--- config.mk ---
export PLATFORM = sky130hd
export DESIGN_NAME = mul_div_unit
export DESIGN_NICKNAME = d
export VERILOG_FILES = /design/src/rtl/mdu_pkg.sv /design/src/rtl/div_step.sv /design/src/rtl/mul_div_unit.sv
export SDC_FILE = /design/constraint.sdc
export NUM_CORES = 1
export LEC_CHECK = 0
export CORE_MARGIN = 4
export CORE_UTILIZATION = 55
export CTS_BUF_LIST = sky130_fd_sc_hd__clkbuf_2 sky130_fd_sc_hd__clkbuf_4 sky130_fd_sc_hd__clkbuf_8
export CTS_CLUSTER_SIZE = 8
export DETAILED_ROUTE_END_ITERATION = 7
export GPL_TIMING_DRIVEN = 1
export PLACE_DENSITY = 0.75
export RECOVER_POWER = 50
export SLEW_MARGIN = 20
export SYNTH_ARGS = -nofsm -noshare
export SYNTH_HDL_FRONTEND = slang
export SYNTH_HIERARCHICAL = 1
export SYNTH_SLANG_ARGS = --single-unit
--- constraint.sdc ---
create_clock -name clk -period 7.7 [get_ports clk]
set_input_delay 1.54 -clock clk [delete_from_list [all_inputs] [get_ports clk]]
set_output_delay 1.54 -clock clk [all_outputs]
set_load 0.02 [all_outputs]
--- src/rtl/mdu_pkg.sv ---
// Shared types for the RV32M multiply/divide unit: FSM states, funct3 op codes.
// Latency: n/a (declarations only).
// Backpressure: n/a.
package mdu_pkg;

   localparam int DATA_WIDTH_DEF = 32;

   typedef enum logic [1:0] {
      IDLE = 2'd0,
      CALC = 2'd1,
      FIX  = 2'd2,
      DONE = 2'd3
   } state_t;

   // Values match the RV32M funct3 field so the decoder can pass it straight through.
   typedef enum logic [2:0] {
      OP_MUL    = 3'b000,
      OP_MULH   = 3'b001,
      OP_MULHSU = 3'b010,
      OP_MULHU  = 3'b011,
      OP_DIV    = 3'b100,
      OP_DIVU   = 3'b101,
      OP_REM    = 3'b110,
      OP_REMU   = 3'b111
   } op_t;

endpackage

--- src/rtl/div_step.sv ---
// One restoring-division iteration: shift in a dividend bit, try to subtract the divisor.
// Latency: purely combinational.
// Backpressure: none; the caller sequences iterations.
module div_step #(
   parameter int W = 32
) (
   input  logic [W-1:0] rem_in,
   input  logic         in_bit,
   input  logic [W-1:0] divisor,
   output logic         q_bit,
   output logic [W-1:0] rem_out
);

   logic [W:0] shifted;
   logic [W:0] trial;

   // rem_in < divisor holds on entry, so the shifted value fits W+1 bits and
   // the top bit of the trial difference is a clean borrow flag.
   always_comb begin
      shifted = {rem_in, in_bit};
      trial   = shifted - {1'b0, divisor};
      q_bit   = ~trial[W];
      rem_out = q_bit ? trial[W-1:0] : shifted[W-1:0];
   end

endmodule

--- src/rtl/mul_div_unit.sv ---
// Iterative RV32M multiply/divide beside the execute-stage ALU; stalls the pipe while busy.
// Latency: done in cycle 34 after the start cycle; divide-by-zero/overflow done in cycle 1.
// Backpressure: start accepted only in IDLE; stall held until the result is ready.
module mul_div_unit
   import mdu_pkg::*;
#(
   parameter int DATA_WIDTH = DATA_WIDTH_DEF,
   parameter int CNT_WIDTH  = 5
) (
   input  logic                  clk,
   input  logic                  rst,
   input  logic                  start,
   input  logic [2:0]            op,
   input  logic [DATA_WIDTH-1:0] op_a,
   input  logic [DATA_WIDTH-1:0] op_b,
   input  logic                  flush,
   output logic                  busy,
   output logic                  stall,
   output logic                  done,
   output logic [DATA_WIDTH-1:0] result
);

   localparam int W = DATA_WIDTH;
   localparam logic [W-1:0] MIN_NEG = {1'b1, {(W-1){1'b0}}};

   state_t               state;
   op_t                  op_q;
   logic                 neg_q;
   logic [CNT_WIDTH-1:0] cnt;
   logic [W-1:0]         mag_d;   // multiplicand for multiply, divisor for divide
   logic [2*W-1:0]       acc;     // {high product | remainder, low product | quotient}

   logic         signed_a, signed_b, sign_a, sign_b;
   logic [W-1:0] abs_a, abs_b;
   logic         is_div, is_rem, div_zero, ovf, neg_start;
   logic [W-1:0] special_res;
   logic [W:0]   msum;
   logic [2*W-1:0] acc_mul_next, acc_div_next, prod_fix;
   logic         q_bit;
   logic [W-1:0] rem_out;
   logic [W-1:0] div_field, fix_res;

   // Decode signedness and special cases from the live inputs in the start cycle.
   always_comb begin
      signed_a  = (op == OP_MULH) || (op == OP_MULHSU) || (op == OP_DIV) || (op == OP_REM);
      signed_b  = (op == OP_MULH) || (op == OP_DIV) || (op == OP_REM);
      sign_a    = signed_a & op_a[W-1];
      sign_b    = signed_b & op_b[W-1];
      abs_a     = sign_a ? -op_a : op_a;
      abs_b     = sign_b ? -op_b : op_b;
      is_div    = op[2];
      is_rem    = op[2] & op[1];
      div_zero  = is_div && (op_b == '0);
      ovf       = ((op == OP_DIV) || (op == OP_REM)) && (op_a == MIN_NEG) && (op_b == '1);
      neg_start = is_rem ? sign_a : (sign_a ^ sign_b);
      special_res = '0;
      if (div_zero)
         special_res = is_rem ? op_a : '1;
      else if (ovf)
         special_res = is_rem ? '0 : MIN_NEG;
   end

   // Shift-add multiply step: multiplier sits in the low half and drains out the bottom.
   always_comb begin
      msum         = {1'b0, acc[2*W-1:W]} + (acc[0] ? {1'b0, mag_d} : '0);
      acc_mul_next = {msum, acc[W-1:1]};
   end

   div_step #(.W(W)) u_div_step (
      .rem_in  (acc[2*W-1:W]),
      .in_bit  (acc[W-1]),
      .divisor (mag_d),
      .q_bit   (q_bit),
      .rem_out (rem_out)
   );

   assign acc_div_next = {rem_out, acc[W-2:0], q_bit};

   // Sign correction and field selection for the FIX cycle.
   always_comb begin
      prod_fix  = neg_q ? -acc : acc;
      div_field = op_q[1] ? acc[2*W-1:W] : acc[W-1:0];
      if (op_q[2])
         fix_res = neg_q ? -div_field : div_field;
      else if (op_q == OP_MUL)
         fix_res = prod_fix[W-1:0];
      else
         fix_res = prod_fix[2*W-1:W];
   end

   // Control FSM and datapath registers; flush aborts without touching result.
   always_ff @(posedge clk) begin
      if (rst) begin
         state  <= IDLE;
         op_q   <= OP_MUL;
         neg_q  <= 1'b0;
         cnt    <= '0;
         mag_d  <= '0;
         acc    <= '0;
         result <= '0;
      end else if (flush) begin
         state <= IDLE;
      end else begin
         case (state)
            IDLE: begin
               if (start) begin
                  op_q  <= op_t'(op);
                  neg_q <= neg_start;
                  cnt   <= '0;
                  if (div_zero || ovf) begin
                     result <= special_res;
                     state  <= DONE;
                  end else begin
                     mag_d <= is_div ? abs_b : abs_a;
                     acc   <= {{W{1'b0}}, (is_div ? abs_a : abs_b)};
                     state <= CALC;
                  end
               end
            end
            CALC: begin
               acc <= op_q[2] ? acc_div_next : acc_mul_next;
               cnt <= cnt + CNT_WIDTH'(1);
               if (cnt == '1)
                  state <= FIX;
            end
            FIX: begin
               result <= fix_res;
               state  <= DONE;
            end
            DONE:    state <= IDLE;
            default: state <= IDLE;
         endcase
      end
   end

   assign busy  = (state != IDLE);
   assign done  = (state == DONE);
   assign stall = (start && (state == IDLE)) || (busy && !done);

endmodule

# Word-level counts from Yosys, hierarchy flattened
# Index checks and enable logic that the tools add are counted.
# op_classes
muxes	29
n_bitwise	7
reduce_logical	27
n_addsub	7
n_eq_ne	14
# op_table
operator	count
32-bit 2-to-1 mux	16
64-bit 2-to-1 mux	4
64-bit case mux with 2 select lines	1
32-bit negator	3
32-bit equality test, second input constant	2
64-bit negator	1
32-bit case mux with 2 select lines	1
32-bit by 32-bit adder with 33-bit output	1
33-bit by 32-bit subtractor with 33-bit output	1
32-bit zero test	1
4-bit AND reduction	3
5-bit case mux with 2 select lines	1
1-bit logical OR	8
2-bit inequality test, second input constant	4
2-bit case mux with 4 select lines	1
3-bit equality test, second input constant	2
2-bit 2-to-1 mux	3
3-bit AND reduction	2
2-bit nonzero test	3
5-bit by 1-bit adder with 5-bit output, second input constant	1
5-bit equality test, second input constant	1
1-bit logical AND	5
5-bit 2-to-1 mux	1
2-bit equality test, second input constant	2
12 further kinds	16
# word_totals
in_bits	71
word_cells	91
regBits	139
out_inout_bits	35

# Logic depth before layout (Yosys ltp)
# Gate-level depths: netlist of run 1.
# depth
ltp_word	10
depth_mapped	19
depth_no_buf	17

# By module
# The synthesis of run 1 kept the hierarchy.
# modules_own_cells
module	cells_per_inst	seq_area_each_um2	area_each_um2	n_inst
mul_div_unit	1968	2782.7	13994.7	1
div_step	305	0.0	2358.5	1

# Worst setup path before layout of run 1
# OpenSTA, ideal clock, no wires.
# synth_path
path_type	flip-flop to flip-flop
start	register op_q[1]
end	register result[28]
setup_ps	79
stages_incl_launch_ff	17
t_arrival_ps	3803
period_less_slack_ps	3882
slack_ps	3818
required_ps	7621
n_path_buf	7
cell_sequence	dfxtp_1 > buf_6 > buf_6 > buf_2 > buf_2 > clkbuf_1 > buf_1 > mux2i_1 > ha_1 > o221ai_1 > or4b_1 > buf_2 > o31ai_4 > xor2_1 > nand2_1 > and3_1 > a211oi_2
# synth_between
elab_chain_len	5
word_cells_on_any_way	7
cone_classes	add/sub (1); mux (5); reduce/logical (1)
# synth_lines
element	line	rtl
start: declaration	mul_div_unit.sv:27	op_t op_q;
start signal: assignment	mul_div_unit.sv:107	op_q <= op_t'(op);
32-bit 2-to-1 mux	mul_div_unit.sv:82	div_field = op_q[1] ? acc[2*W-1:W] : acc[W-1:0];
32-bit negator	mul_div_unit.sv:84	fix_res = neg_q ? -div_field : div_field;
32-bit 2-to-1 mux	mul_div_unit.sv:84	
32-bit 2-to-1 mux (*)	mul_div_unit.sv:83	if (op_q[2])
32-bit case mux with 2 select lines (*)	mul_div_unit.sv:104	case (state)
end signal: assignment	mul_div_unit.sv:111	result <= special_res;
end signal: assignment	mul_div_unit.sv:127	result <= fix_res;
end: declaration	mul_div_unit.sv:20	output logic [DATA_WIDTH-1:0] result
# Every way passes the cells marked *; elsewhere a longest branch is shown, timed or not.
# A chain may end at the register's enable or synchronous reset.

# Final worst setup path of run 1
# layout_path
start	input port op_b[0]
end	register acc[24]
# layout_between
elab_chain_len	6
word_cells_on_any_way	13
cone_classes	add/sub (1); eq/ne (2); mux (5); reduce/logical (5)
# layout_lines
element	line	rtl
start: declaration	mul_div_unit.sv:15	input logic [DATA_WIDTH-1:0] op_b,
32-bit negator	mul_div_unit.sv:50	abs_b = sign_b ? -op_b : op_b;
32-bit 2-to-1 mux	mul_div_unit.sv:50	
32-bit 2-to-1 mux	mul_div_unit.sv:115	acc <= {{W{1'b0}}, (is_div ? abs_a : abs_b)};
64-bit 2-to-1 mux	mul_div_unit.sv:110	if (div_zero || ovf) begin
64-bit 2-to-1 mux	mul_div_unit.sv:106	if (start) begin
64-bit case mux with 2 select lines	mul_div_unit.sv:104	
end signal: assignment	mul_div_unit.sv:115	
end signal: assignment	mul_div_unit.sv:121	acc <= op_q[2] ? acc_div_next : acc_mul_next;
end: declaration	mul_div_unit.sv:31	logic [2*W-1:0] acc;
# Several ways; a longest one is shown, not always the timed one. The select of a mux whose other input is x is not followed.

==> metrics, run 1 <==
outcome finished, violations left; violated checks capacitance limit, slew limit; power consumption 2.28 mW; I/O Buffers roughly 110; hpwl dp 48,100 um; fmax about 170 MHz; sequential power share 0.360; Slew @ Worst Pin 3780 ps; TNS Setup 0 ps; Comb pwr share 0.366; clock slew at reported path FFs 100 ps; Die Ht 180 um; pwr dens 130 nW/um2; unrepaired setup endpoints after global routing false; Unique masters post-synth approximately 100; area delta synth->final 7.34%; final setup violation count 0; post-layout min period 5960 ps; row cnt 62; area leader, netlist dfxtp_1; Worst EP required 8070 ps; Clk network pwr share 0.274; Setup CP Type input port to flip-flop; Worst-Skew Late Latency roughly 480 ps; die width around 180 um; Clock Tree Buf Depth 2; P_sw 0.947 mW; Hold Fails Final Rpt 0; max_cap viols 2; adder-cell share of the synthesized area 0.0598; largest family of logic cells by synthesized area compound AO/OA/AOI/OAI gates; drt pass-1 iters 7; Avg Inst Size Synth 7.19 um2; Synth async-reset ratio 0; worst-path cell with the longest stage delay nand2_1; initial antenna violation count 1; CTS buffer count 17; post-DR wirelength/cell around 24 um; area of the die between 30,000 and 40,000 um2; CP cell instances dlygate4sd3_1 > inv_1 > ha_1 > nor4b_1 > nand4_1 > nor4_1 > o21bai_1 > nand2_1 > nand2_1 > a211oi_1 > a211oi_1; via density per instance between 6 and 7; type of origin of the critical path input port; area of the multi-input gates about 12,000 um2; Starting Density 0.564; CP delay by family, top simple AND/OR/NAND/NOR gates; YS warnings 6; post_cts resized 0; final period utilization 0.774; clock skew 15.9 ps; CP Max Fanout 36; NumNets Final 2,378; setup ws final 1740 ps; register area share after synthesis 0.170; Synth Area in XOR/XNOR 0.103; vias in the first global route 16,500; Mapped Area 16,400 um2; Synth Register Bits 139; Filler Cell Count ~2,700; Clock H-tree levels 4; via count 18,100; Core Util, Final 0.605; fraction of layout cells with a size suffix above 1 0.0695; cell with the most instances after synthesis nand2_1; Internal 1.34 mW; flop-to-flop setup slack 2970 ps; CTS tree built; Synth Area in Compound Gates 0.265; DRT Wirelength 63,700 um; Critical Path Sink Type flip-flop; Post-synth EDFFs 0; pin count of the biggest net entering global routing 93; CP Buf/Inv Count 2; post-synthesis simple-gate area fraction 0.255; pre-CTS WS between 2000 and 2500 ps; I/O pin cnt 106; Synth Net Count 2,421; top cell type's share of synthesized area 0.170; antenna-violating nets left 0; Worst path max stage delay 1070 ps; DRC violation total after the first TritonRoute iteration 2,588; synthesized netlist cell count about 2,300; clock sink count roughly 140; Root Driver clkbuf_8; sw frac 0.415; worst vdd ir 0.0000949 V; Max transition margin -1.52; worst hold path class flip-flop to flip-flop; critical path arrival 6330 ps; drc violations 0; Leakage Power between 6 and 7 nW; GRT Overall Usage 0.369; Reg area 2790 um2; Post-CTS Hold Buffers 0; Max Slew Vio Count 122; mux contribution to synthesized area 0.0770; top post-synthesis cells by count nand2_1 (233), nor2_1 (211), o21ai_0 (165); grt ovf 0; first-pass GRT wire length 96,400 um; post-CTS setup buffers 0; dominant cells by area after synthesis dfxtp_1 (17%), ha_1 (5.7%), xnor2_1 (5.5%); RePlAce Congestion 0.996; Post-synth top flop dfxtp_1; core area a little under 30,000 um2
## flip-flops by register name (all words and copies together) (netlist names)
signal and count:
state 2, cnt 5, neg_q 1, op_q 3, mag_d 32, acc 64
result 32
## kinds of logic after synthesis
logic type | after synthesis
simple gates | 845
mux | 112
buf+inv | 256
flops | 139
compound gates | 651
xor+xnor | 193
fa+ha+maj | 77
## metal layers
layer  track usage  share of wire  vias up
met5             0        0.00020        -
met4         0.175          0.053        2
met3        0.0787           0.11      210
met2         0.567           0.43     1146
met1         0.495           0.40     8479
li1              -              -     8218
## layout make-up
class | count | area share
clock inverters | 14 | 0.00756
diodes | 1 | 0.000143
multi-input cells | 1878 | 0.709
well taps | 384 | 0.0274
inverters | 66 | 0.0145
flip-flops and latches | 139 | 0.159
repair buffers | 128 | 0.0689
clock buffers | 18 | 0.0141
## power groups by stage
stage / sequential [mW] / clock (mW) / combinational (mW)
4_1_cts: 0.816 / 0.623 / 0.813
5_1_grt: 0.824 / 0.653 / 0.894
3_3_place_gp: 0.832 / 0 / 0.801
2_1_floorplan: 0.775 / 0 / 0.621
6_report: 0.822 / 0.625 / 0.836
3_5_place_dp: 0.833 / 0 / 0.809
## worst register-to-register path, delay by kind of cell, from the launching register on
family	cells	cell delay (ps)
compound gates	6	1280
simple gates	5	910
mux	2	710
flops	1	650
fa+ha+maj	2	650
buf+inv	2	250
## layout by cell type (no fill, tap or decap), drive strengths merged, types with 42 or more instances in the layout
cell and count:
nand2 234, nor2 213, o21ai 168, dfxtp 139
a21oi 135, xnor2 103, nor3 96, xor2 90
ha 75, inv 73, mux2i 69, clkdlybuf4s50 67
nand3 61, o31ai 48, a211oi 44, mux2 43
and2 42
## through the flow
step	cell area [um2]	cells	hold WS, ps
after detailed placement	17200	2595	463
after global routing	17600	2627	514
final	17600	2628	477
after floorplan	16400	2273	440
after global placement	17200	2595	456
after CTS	17600	2627	477
## worst paths after layout
kind | endpoint | depth (start not counted) | startpoint
max | acc[24] | 11 | op_b[0]
min | mag_d[2] | 2 | mag_d[2]
max reg2reg | acc[36] | 17 | acc[31]
min reg2reg | mag_d[2] | 2 | mag_d[2]
No activity file was read; power rests on OpenSTA's default activity.
==> run 2: changes to the inputs <==
PLACE_DENSITY = 0.78   (was 0.75)
clock period = 5 ns   (was 7.7 ns; I/O delays follow)
==> run 2 against run 1 <==
Effect of this change:
- wire length is 0.71% lower
- highest routed layer is now met4
- sequential share of layout area is 0.29 points lower
- clock skew is 2.8 ps higher
- the run still ends with capacitance limit, slew limit left
- register-to-register slack worse by 2100 ps
- cell count is 1.3% higher
- critical endpoint is now acc[34]
==> metrics, run 2 (synthesis gave the netlist of run 1 again) <==
HP Start mag_d[5]; Filler Cell Count 2,724 (-0.91%); Worst path max stage delay 670 ps (-400 ps); grt ovf 0 (unchanged); via density per instance 6.88 (+0.19%); CP delay by family, top simple AND/OR/NAND/NOR gates; commonest non-fill, non-tap cell in the layout nand2_1; Reg-to-Reg Start acc[35]; Clock H-tree levels 4 (unchanged); Starting Density 0.564 (unchanged); Hold Fails Final Rpt 0 (unchanged); Die Ht 180 um (unchanged); I/O Buffers 105 (unchanged); CP Buf/Inv Count 2 (unchanged); Core Util, Final 0.616 (+0.0114); post_cts resized 0 (unchanged); final period utilization 0.895; pwr dens 204 nW/um2 (+57%); post-CTS setup buffers 0 (unchanged); Regs by FF count acc: 64 flops, mag_d: 32 flops, result: 32 flops; area delta synth->final 9.37%; Critical Path Sink Type flip-flop; unrepaired setup endpoints after global routing false; die width 180 um (unchanged); DRC violation total after the first TritonRoute iteration 2,737 (+5.8%); Leakage Power 6.79 nW (+3.3%); worst setup path start op_b[24]; clock sink count 139 (unchanged); clock slew at reported path FFs 80 ps (-20 ps); fraction of layout cells with a size suffix above 1 0.0847 (+0.0151); CTS tree built; post-DR wirelength/cell 23.8 um (-2.0%); post-layout min period roughly 4500 ps; CTS buffer count 17 (unchanged); area of the die 32,600 um2 (unchanged); CP cell instances clkdlybuf4s50_1 > or4_4 > or4_4 > nor4_1 > o21bai_1 > nand2_1 > nand2_2 > buf_4 > nand2_1 > a21oi_1; row cnt 62 (unchanged); antenna-violating nets left 0 (unchanged); vias in the first global route 16,600 (+0.56%); worst hold path class flip-flop to flip-flop; Top reg by flops acc; DRT Wirelength 63,300 um (-0.71%); Post-CTS Hold Buffers 0 (unchanged); type of origin of the critical path input port; GRT Overall Usage 0.366 (-0.00284); Root Driver clkbuf_8; Worst EP required 5380 ps (-2690 ps); worst vdd ir 0.000163 V (+72%); core area 29,000 um2 (unchanged); power consumption 3.65 mW (+60%); initial antenna violation count 1 (unchanged); NumNets Final 2,414 (+1.5%); clock skew 18.7 ps (+2.80 ps); hpwl dp 48,300 um (+0.38%); Max transition margin -0.947 (+0.572); TNS Setup 0 ps (unchanged); Worst-Skew Late Latency 480 ps (about the same); most frequent cells in the layout nand2_1 (233), nor2_1 (211), o21ai_0 (165); outcome finished, violations left; final setup violation count 0 (unchanged); fmax 224 MHz; RePlAce Congestion 1.04 (+4.4%); max_cap viols 1 (-1); Slew @ Worst Pin 2920 ps (-858 ps); I/O pin cnt 106 (unchanged); Setup CP Type input port to flip-flop; worst-path cell with the longest stage delay nor4_1; violated checks capacitance limit, slew limit; CP Max Fanout 33 (-8.3%); drc violations 0 (unchanged); pin count of the biggest net entering global routing 66 (-29%); max reg flops 64 (unchanged); drt pass-1 iters 6 (-1); critical path arrival 4860 ps (-1470 ps); first-pass GRT wire length 95,800 um (-0.66%); diode count 0 (-1); via count 18,300 (+1.5%); Clock Tree Buf Depth 2 (unchanged); Max Slew Vio Count 62 (-49%)
[run 2: changes by cell type in the layout (fill, tap and decap cells not counted), moves of 2 or more]
| cell | before | now |
|---|---|---|
| bufinv_16 | 1 | 4 |
| clkbuf_4 | 0 | 2 |
| buf_4 | 22 | 56 |
| clkinv_4 | 3 | 1 |
| inv_6 | 6 | 4 |
[run 2: through the flow]
stage / hold WS (ps) / setup WS, ps / cell area (um2) / cells
final: 478 / 527 / 17900 / 2663
after global routing: 499 / 416 / 17900 / 2663
after CTS: 485 / 768 / 17900 / 2663
after detailed placement: 474 / 275 / 17500 / 2631
after global placement: 456 / 470 / 17500 / 2631
after floorplan: 440 / 1120 / 16400 / 2273
[run 2: area by class of cell]
class                           instances  area (um2)  area share
Inverter                               66         255      0.0143
Clock inverter                         13         189      0.0106
Tap cell                              384         480      0.0269
Multi-Input combinational cell       1878       12400       0.695
Timing Repair Buffer                  164        1490      0.0832
Clock buffer                           19         249      0.0139
Sequential cell                       139        2790       0.156
[run 2: power by group]
group,switching [mW],internal (mW),total (mW)
Combinational,0.805,0.504,1.31
Clock,0.513,0.560,1.07
Sequential,0.115,1.15,1.26
[run 2: tightest hold or removal path: stages, from the launching register on]
cell     delay, ps
dfxtp_1        330
nand2_1         60
a21oi_1         50
[run 2: worst paths after layout]
path         depth (start not counted)       end  slack (ps)
max                                 10   acc[34]         530
min                                  2  mag_d[5]         480
min reg2reg                          2  mag_d[5]         480
max reg2reg                         15   acc[41]         850
[run 2: per-layer routing]
metal	up-vias	routed length, um	track usage
li1	8285	-	-
met1	8564	25300	0.491
met2	1234	26900	0.548
met3	247	7300	0.0846
met4	0	3830	0.190
met5	-	0	0.00444
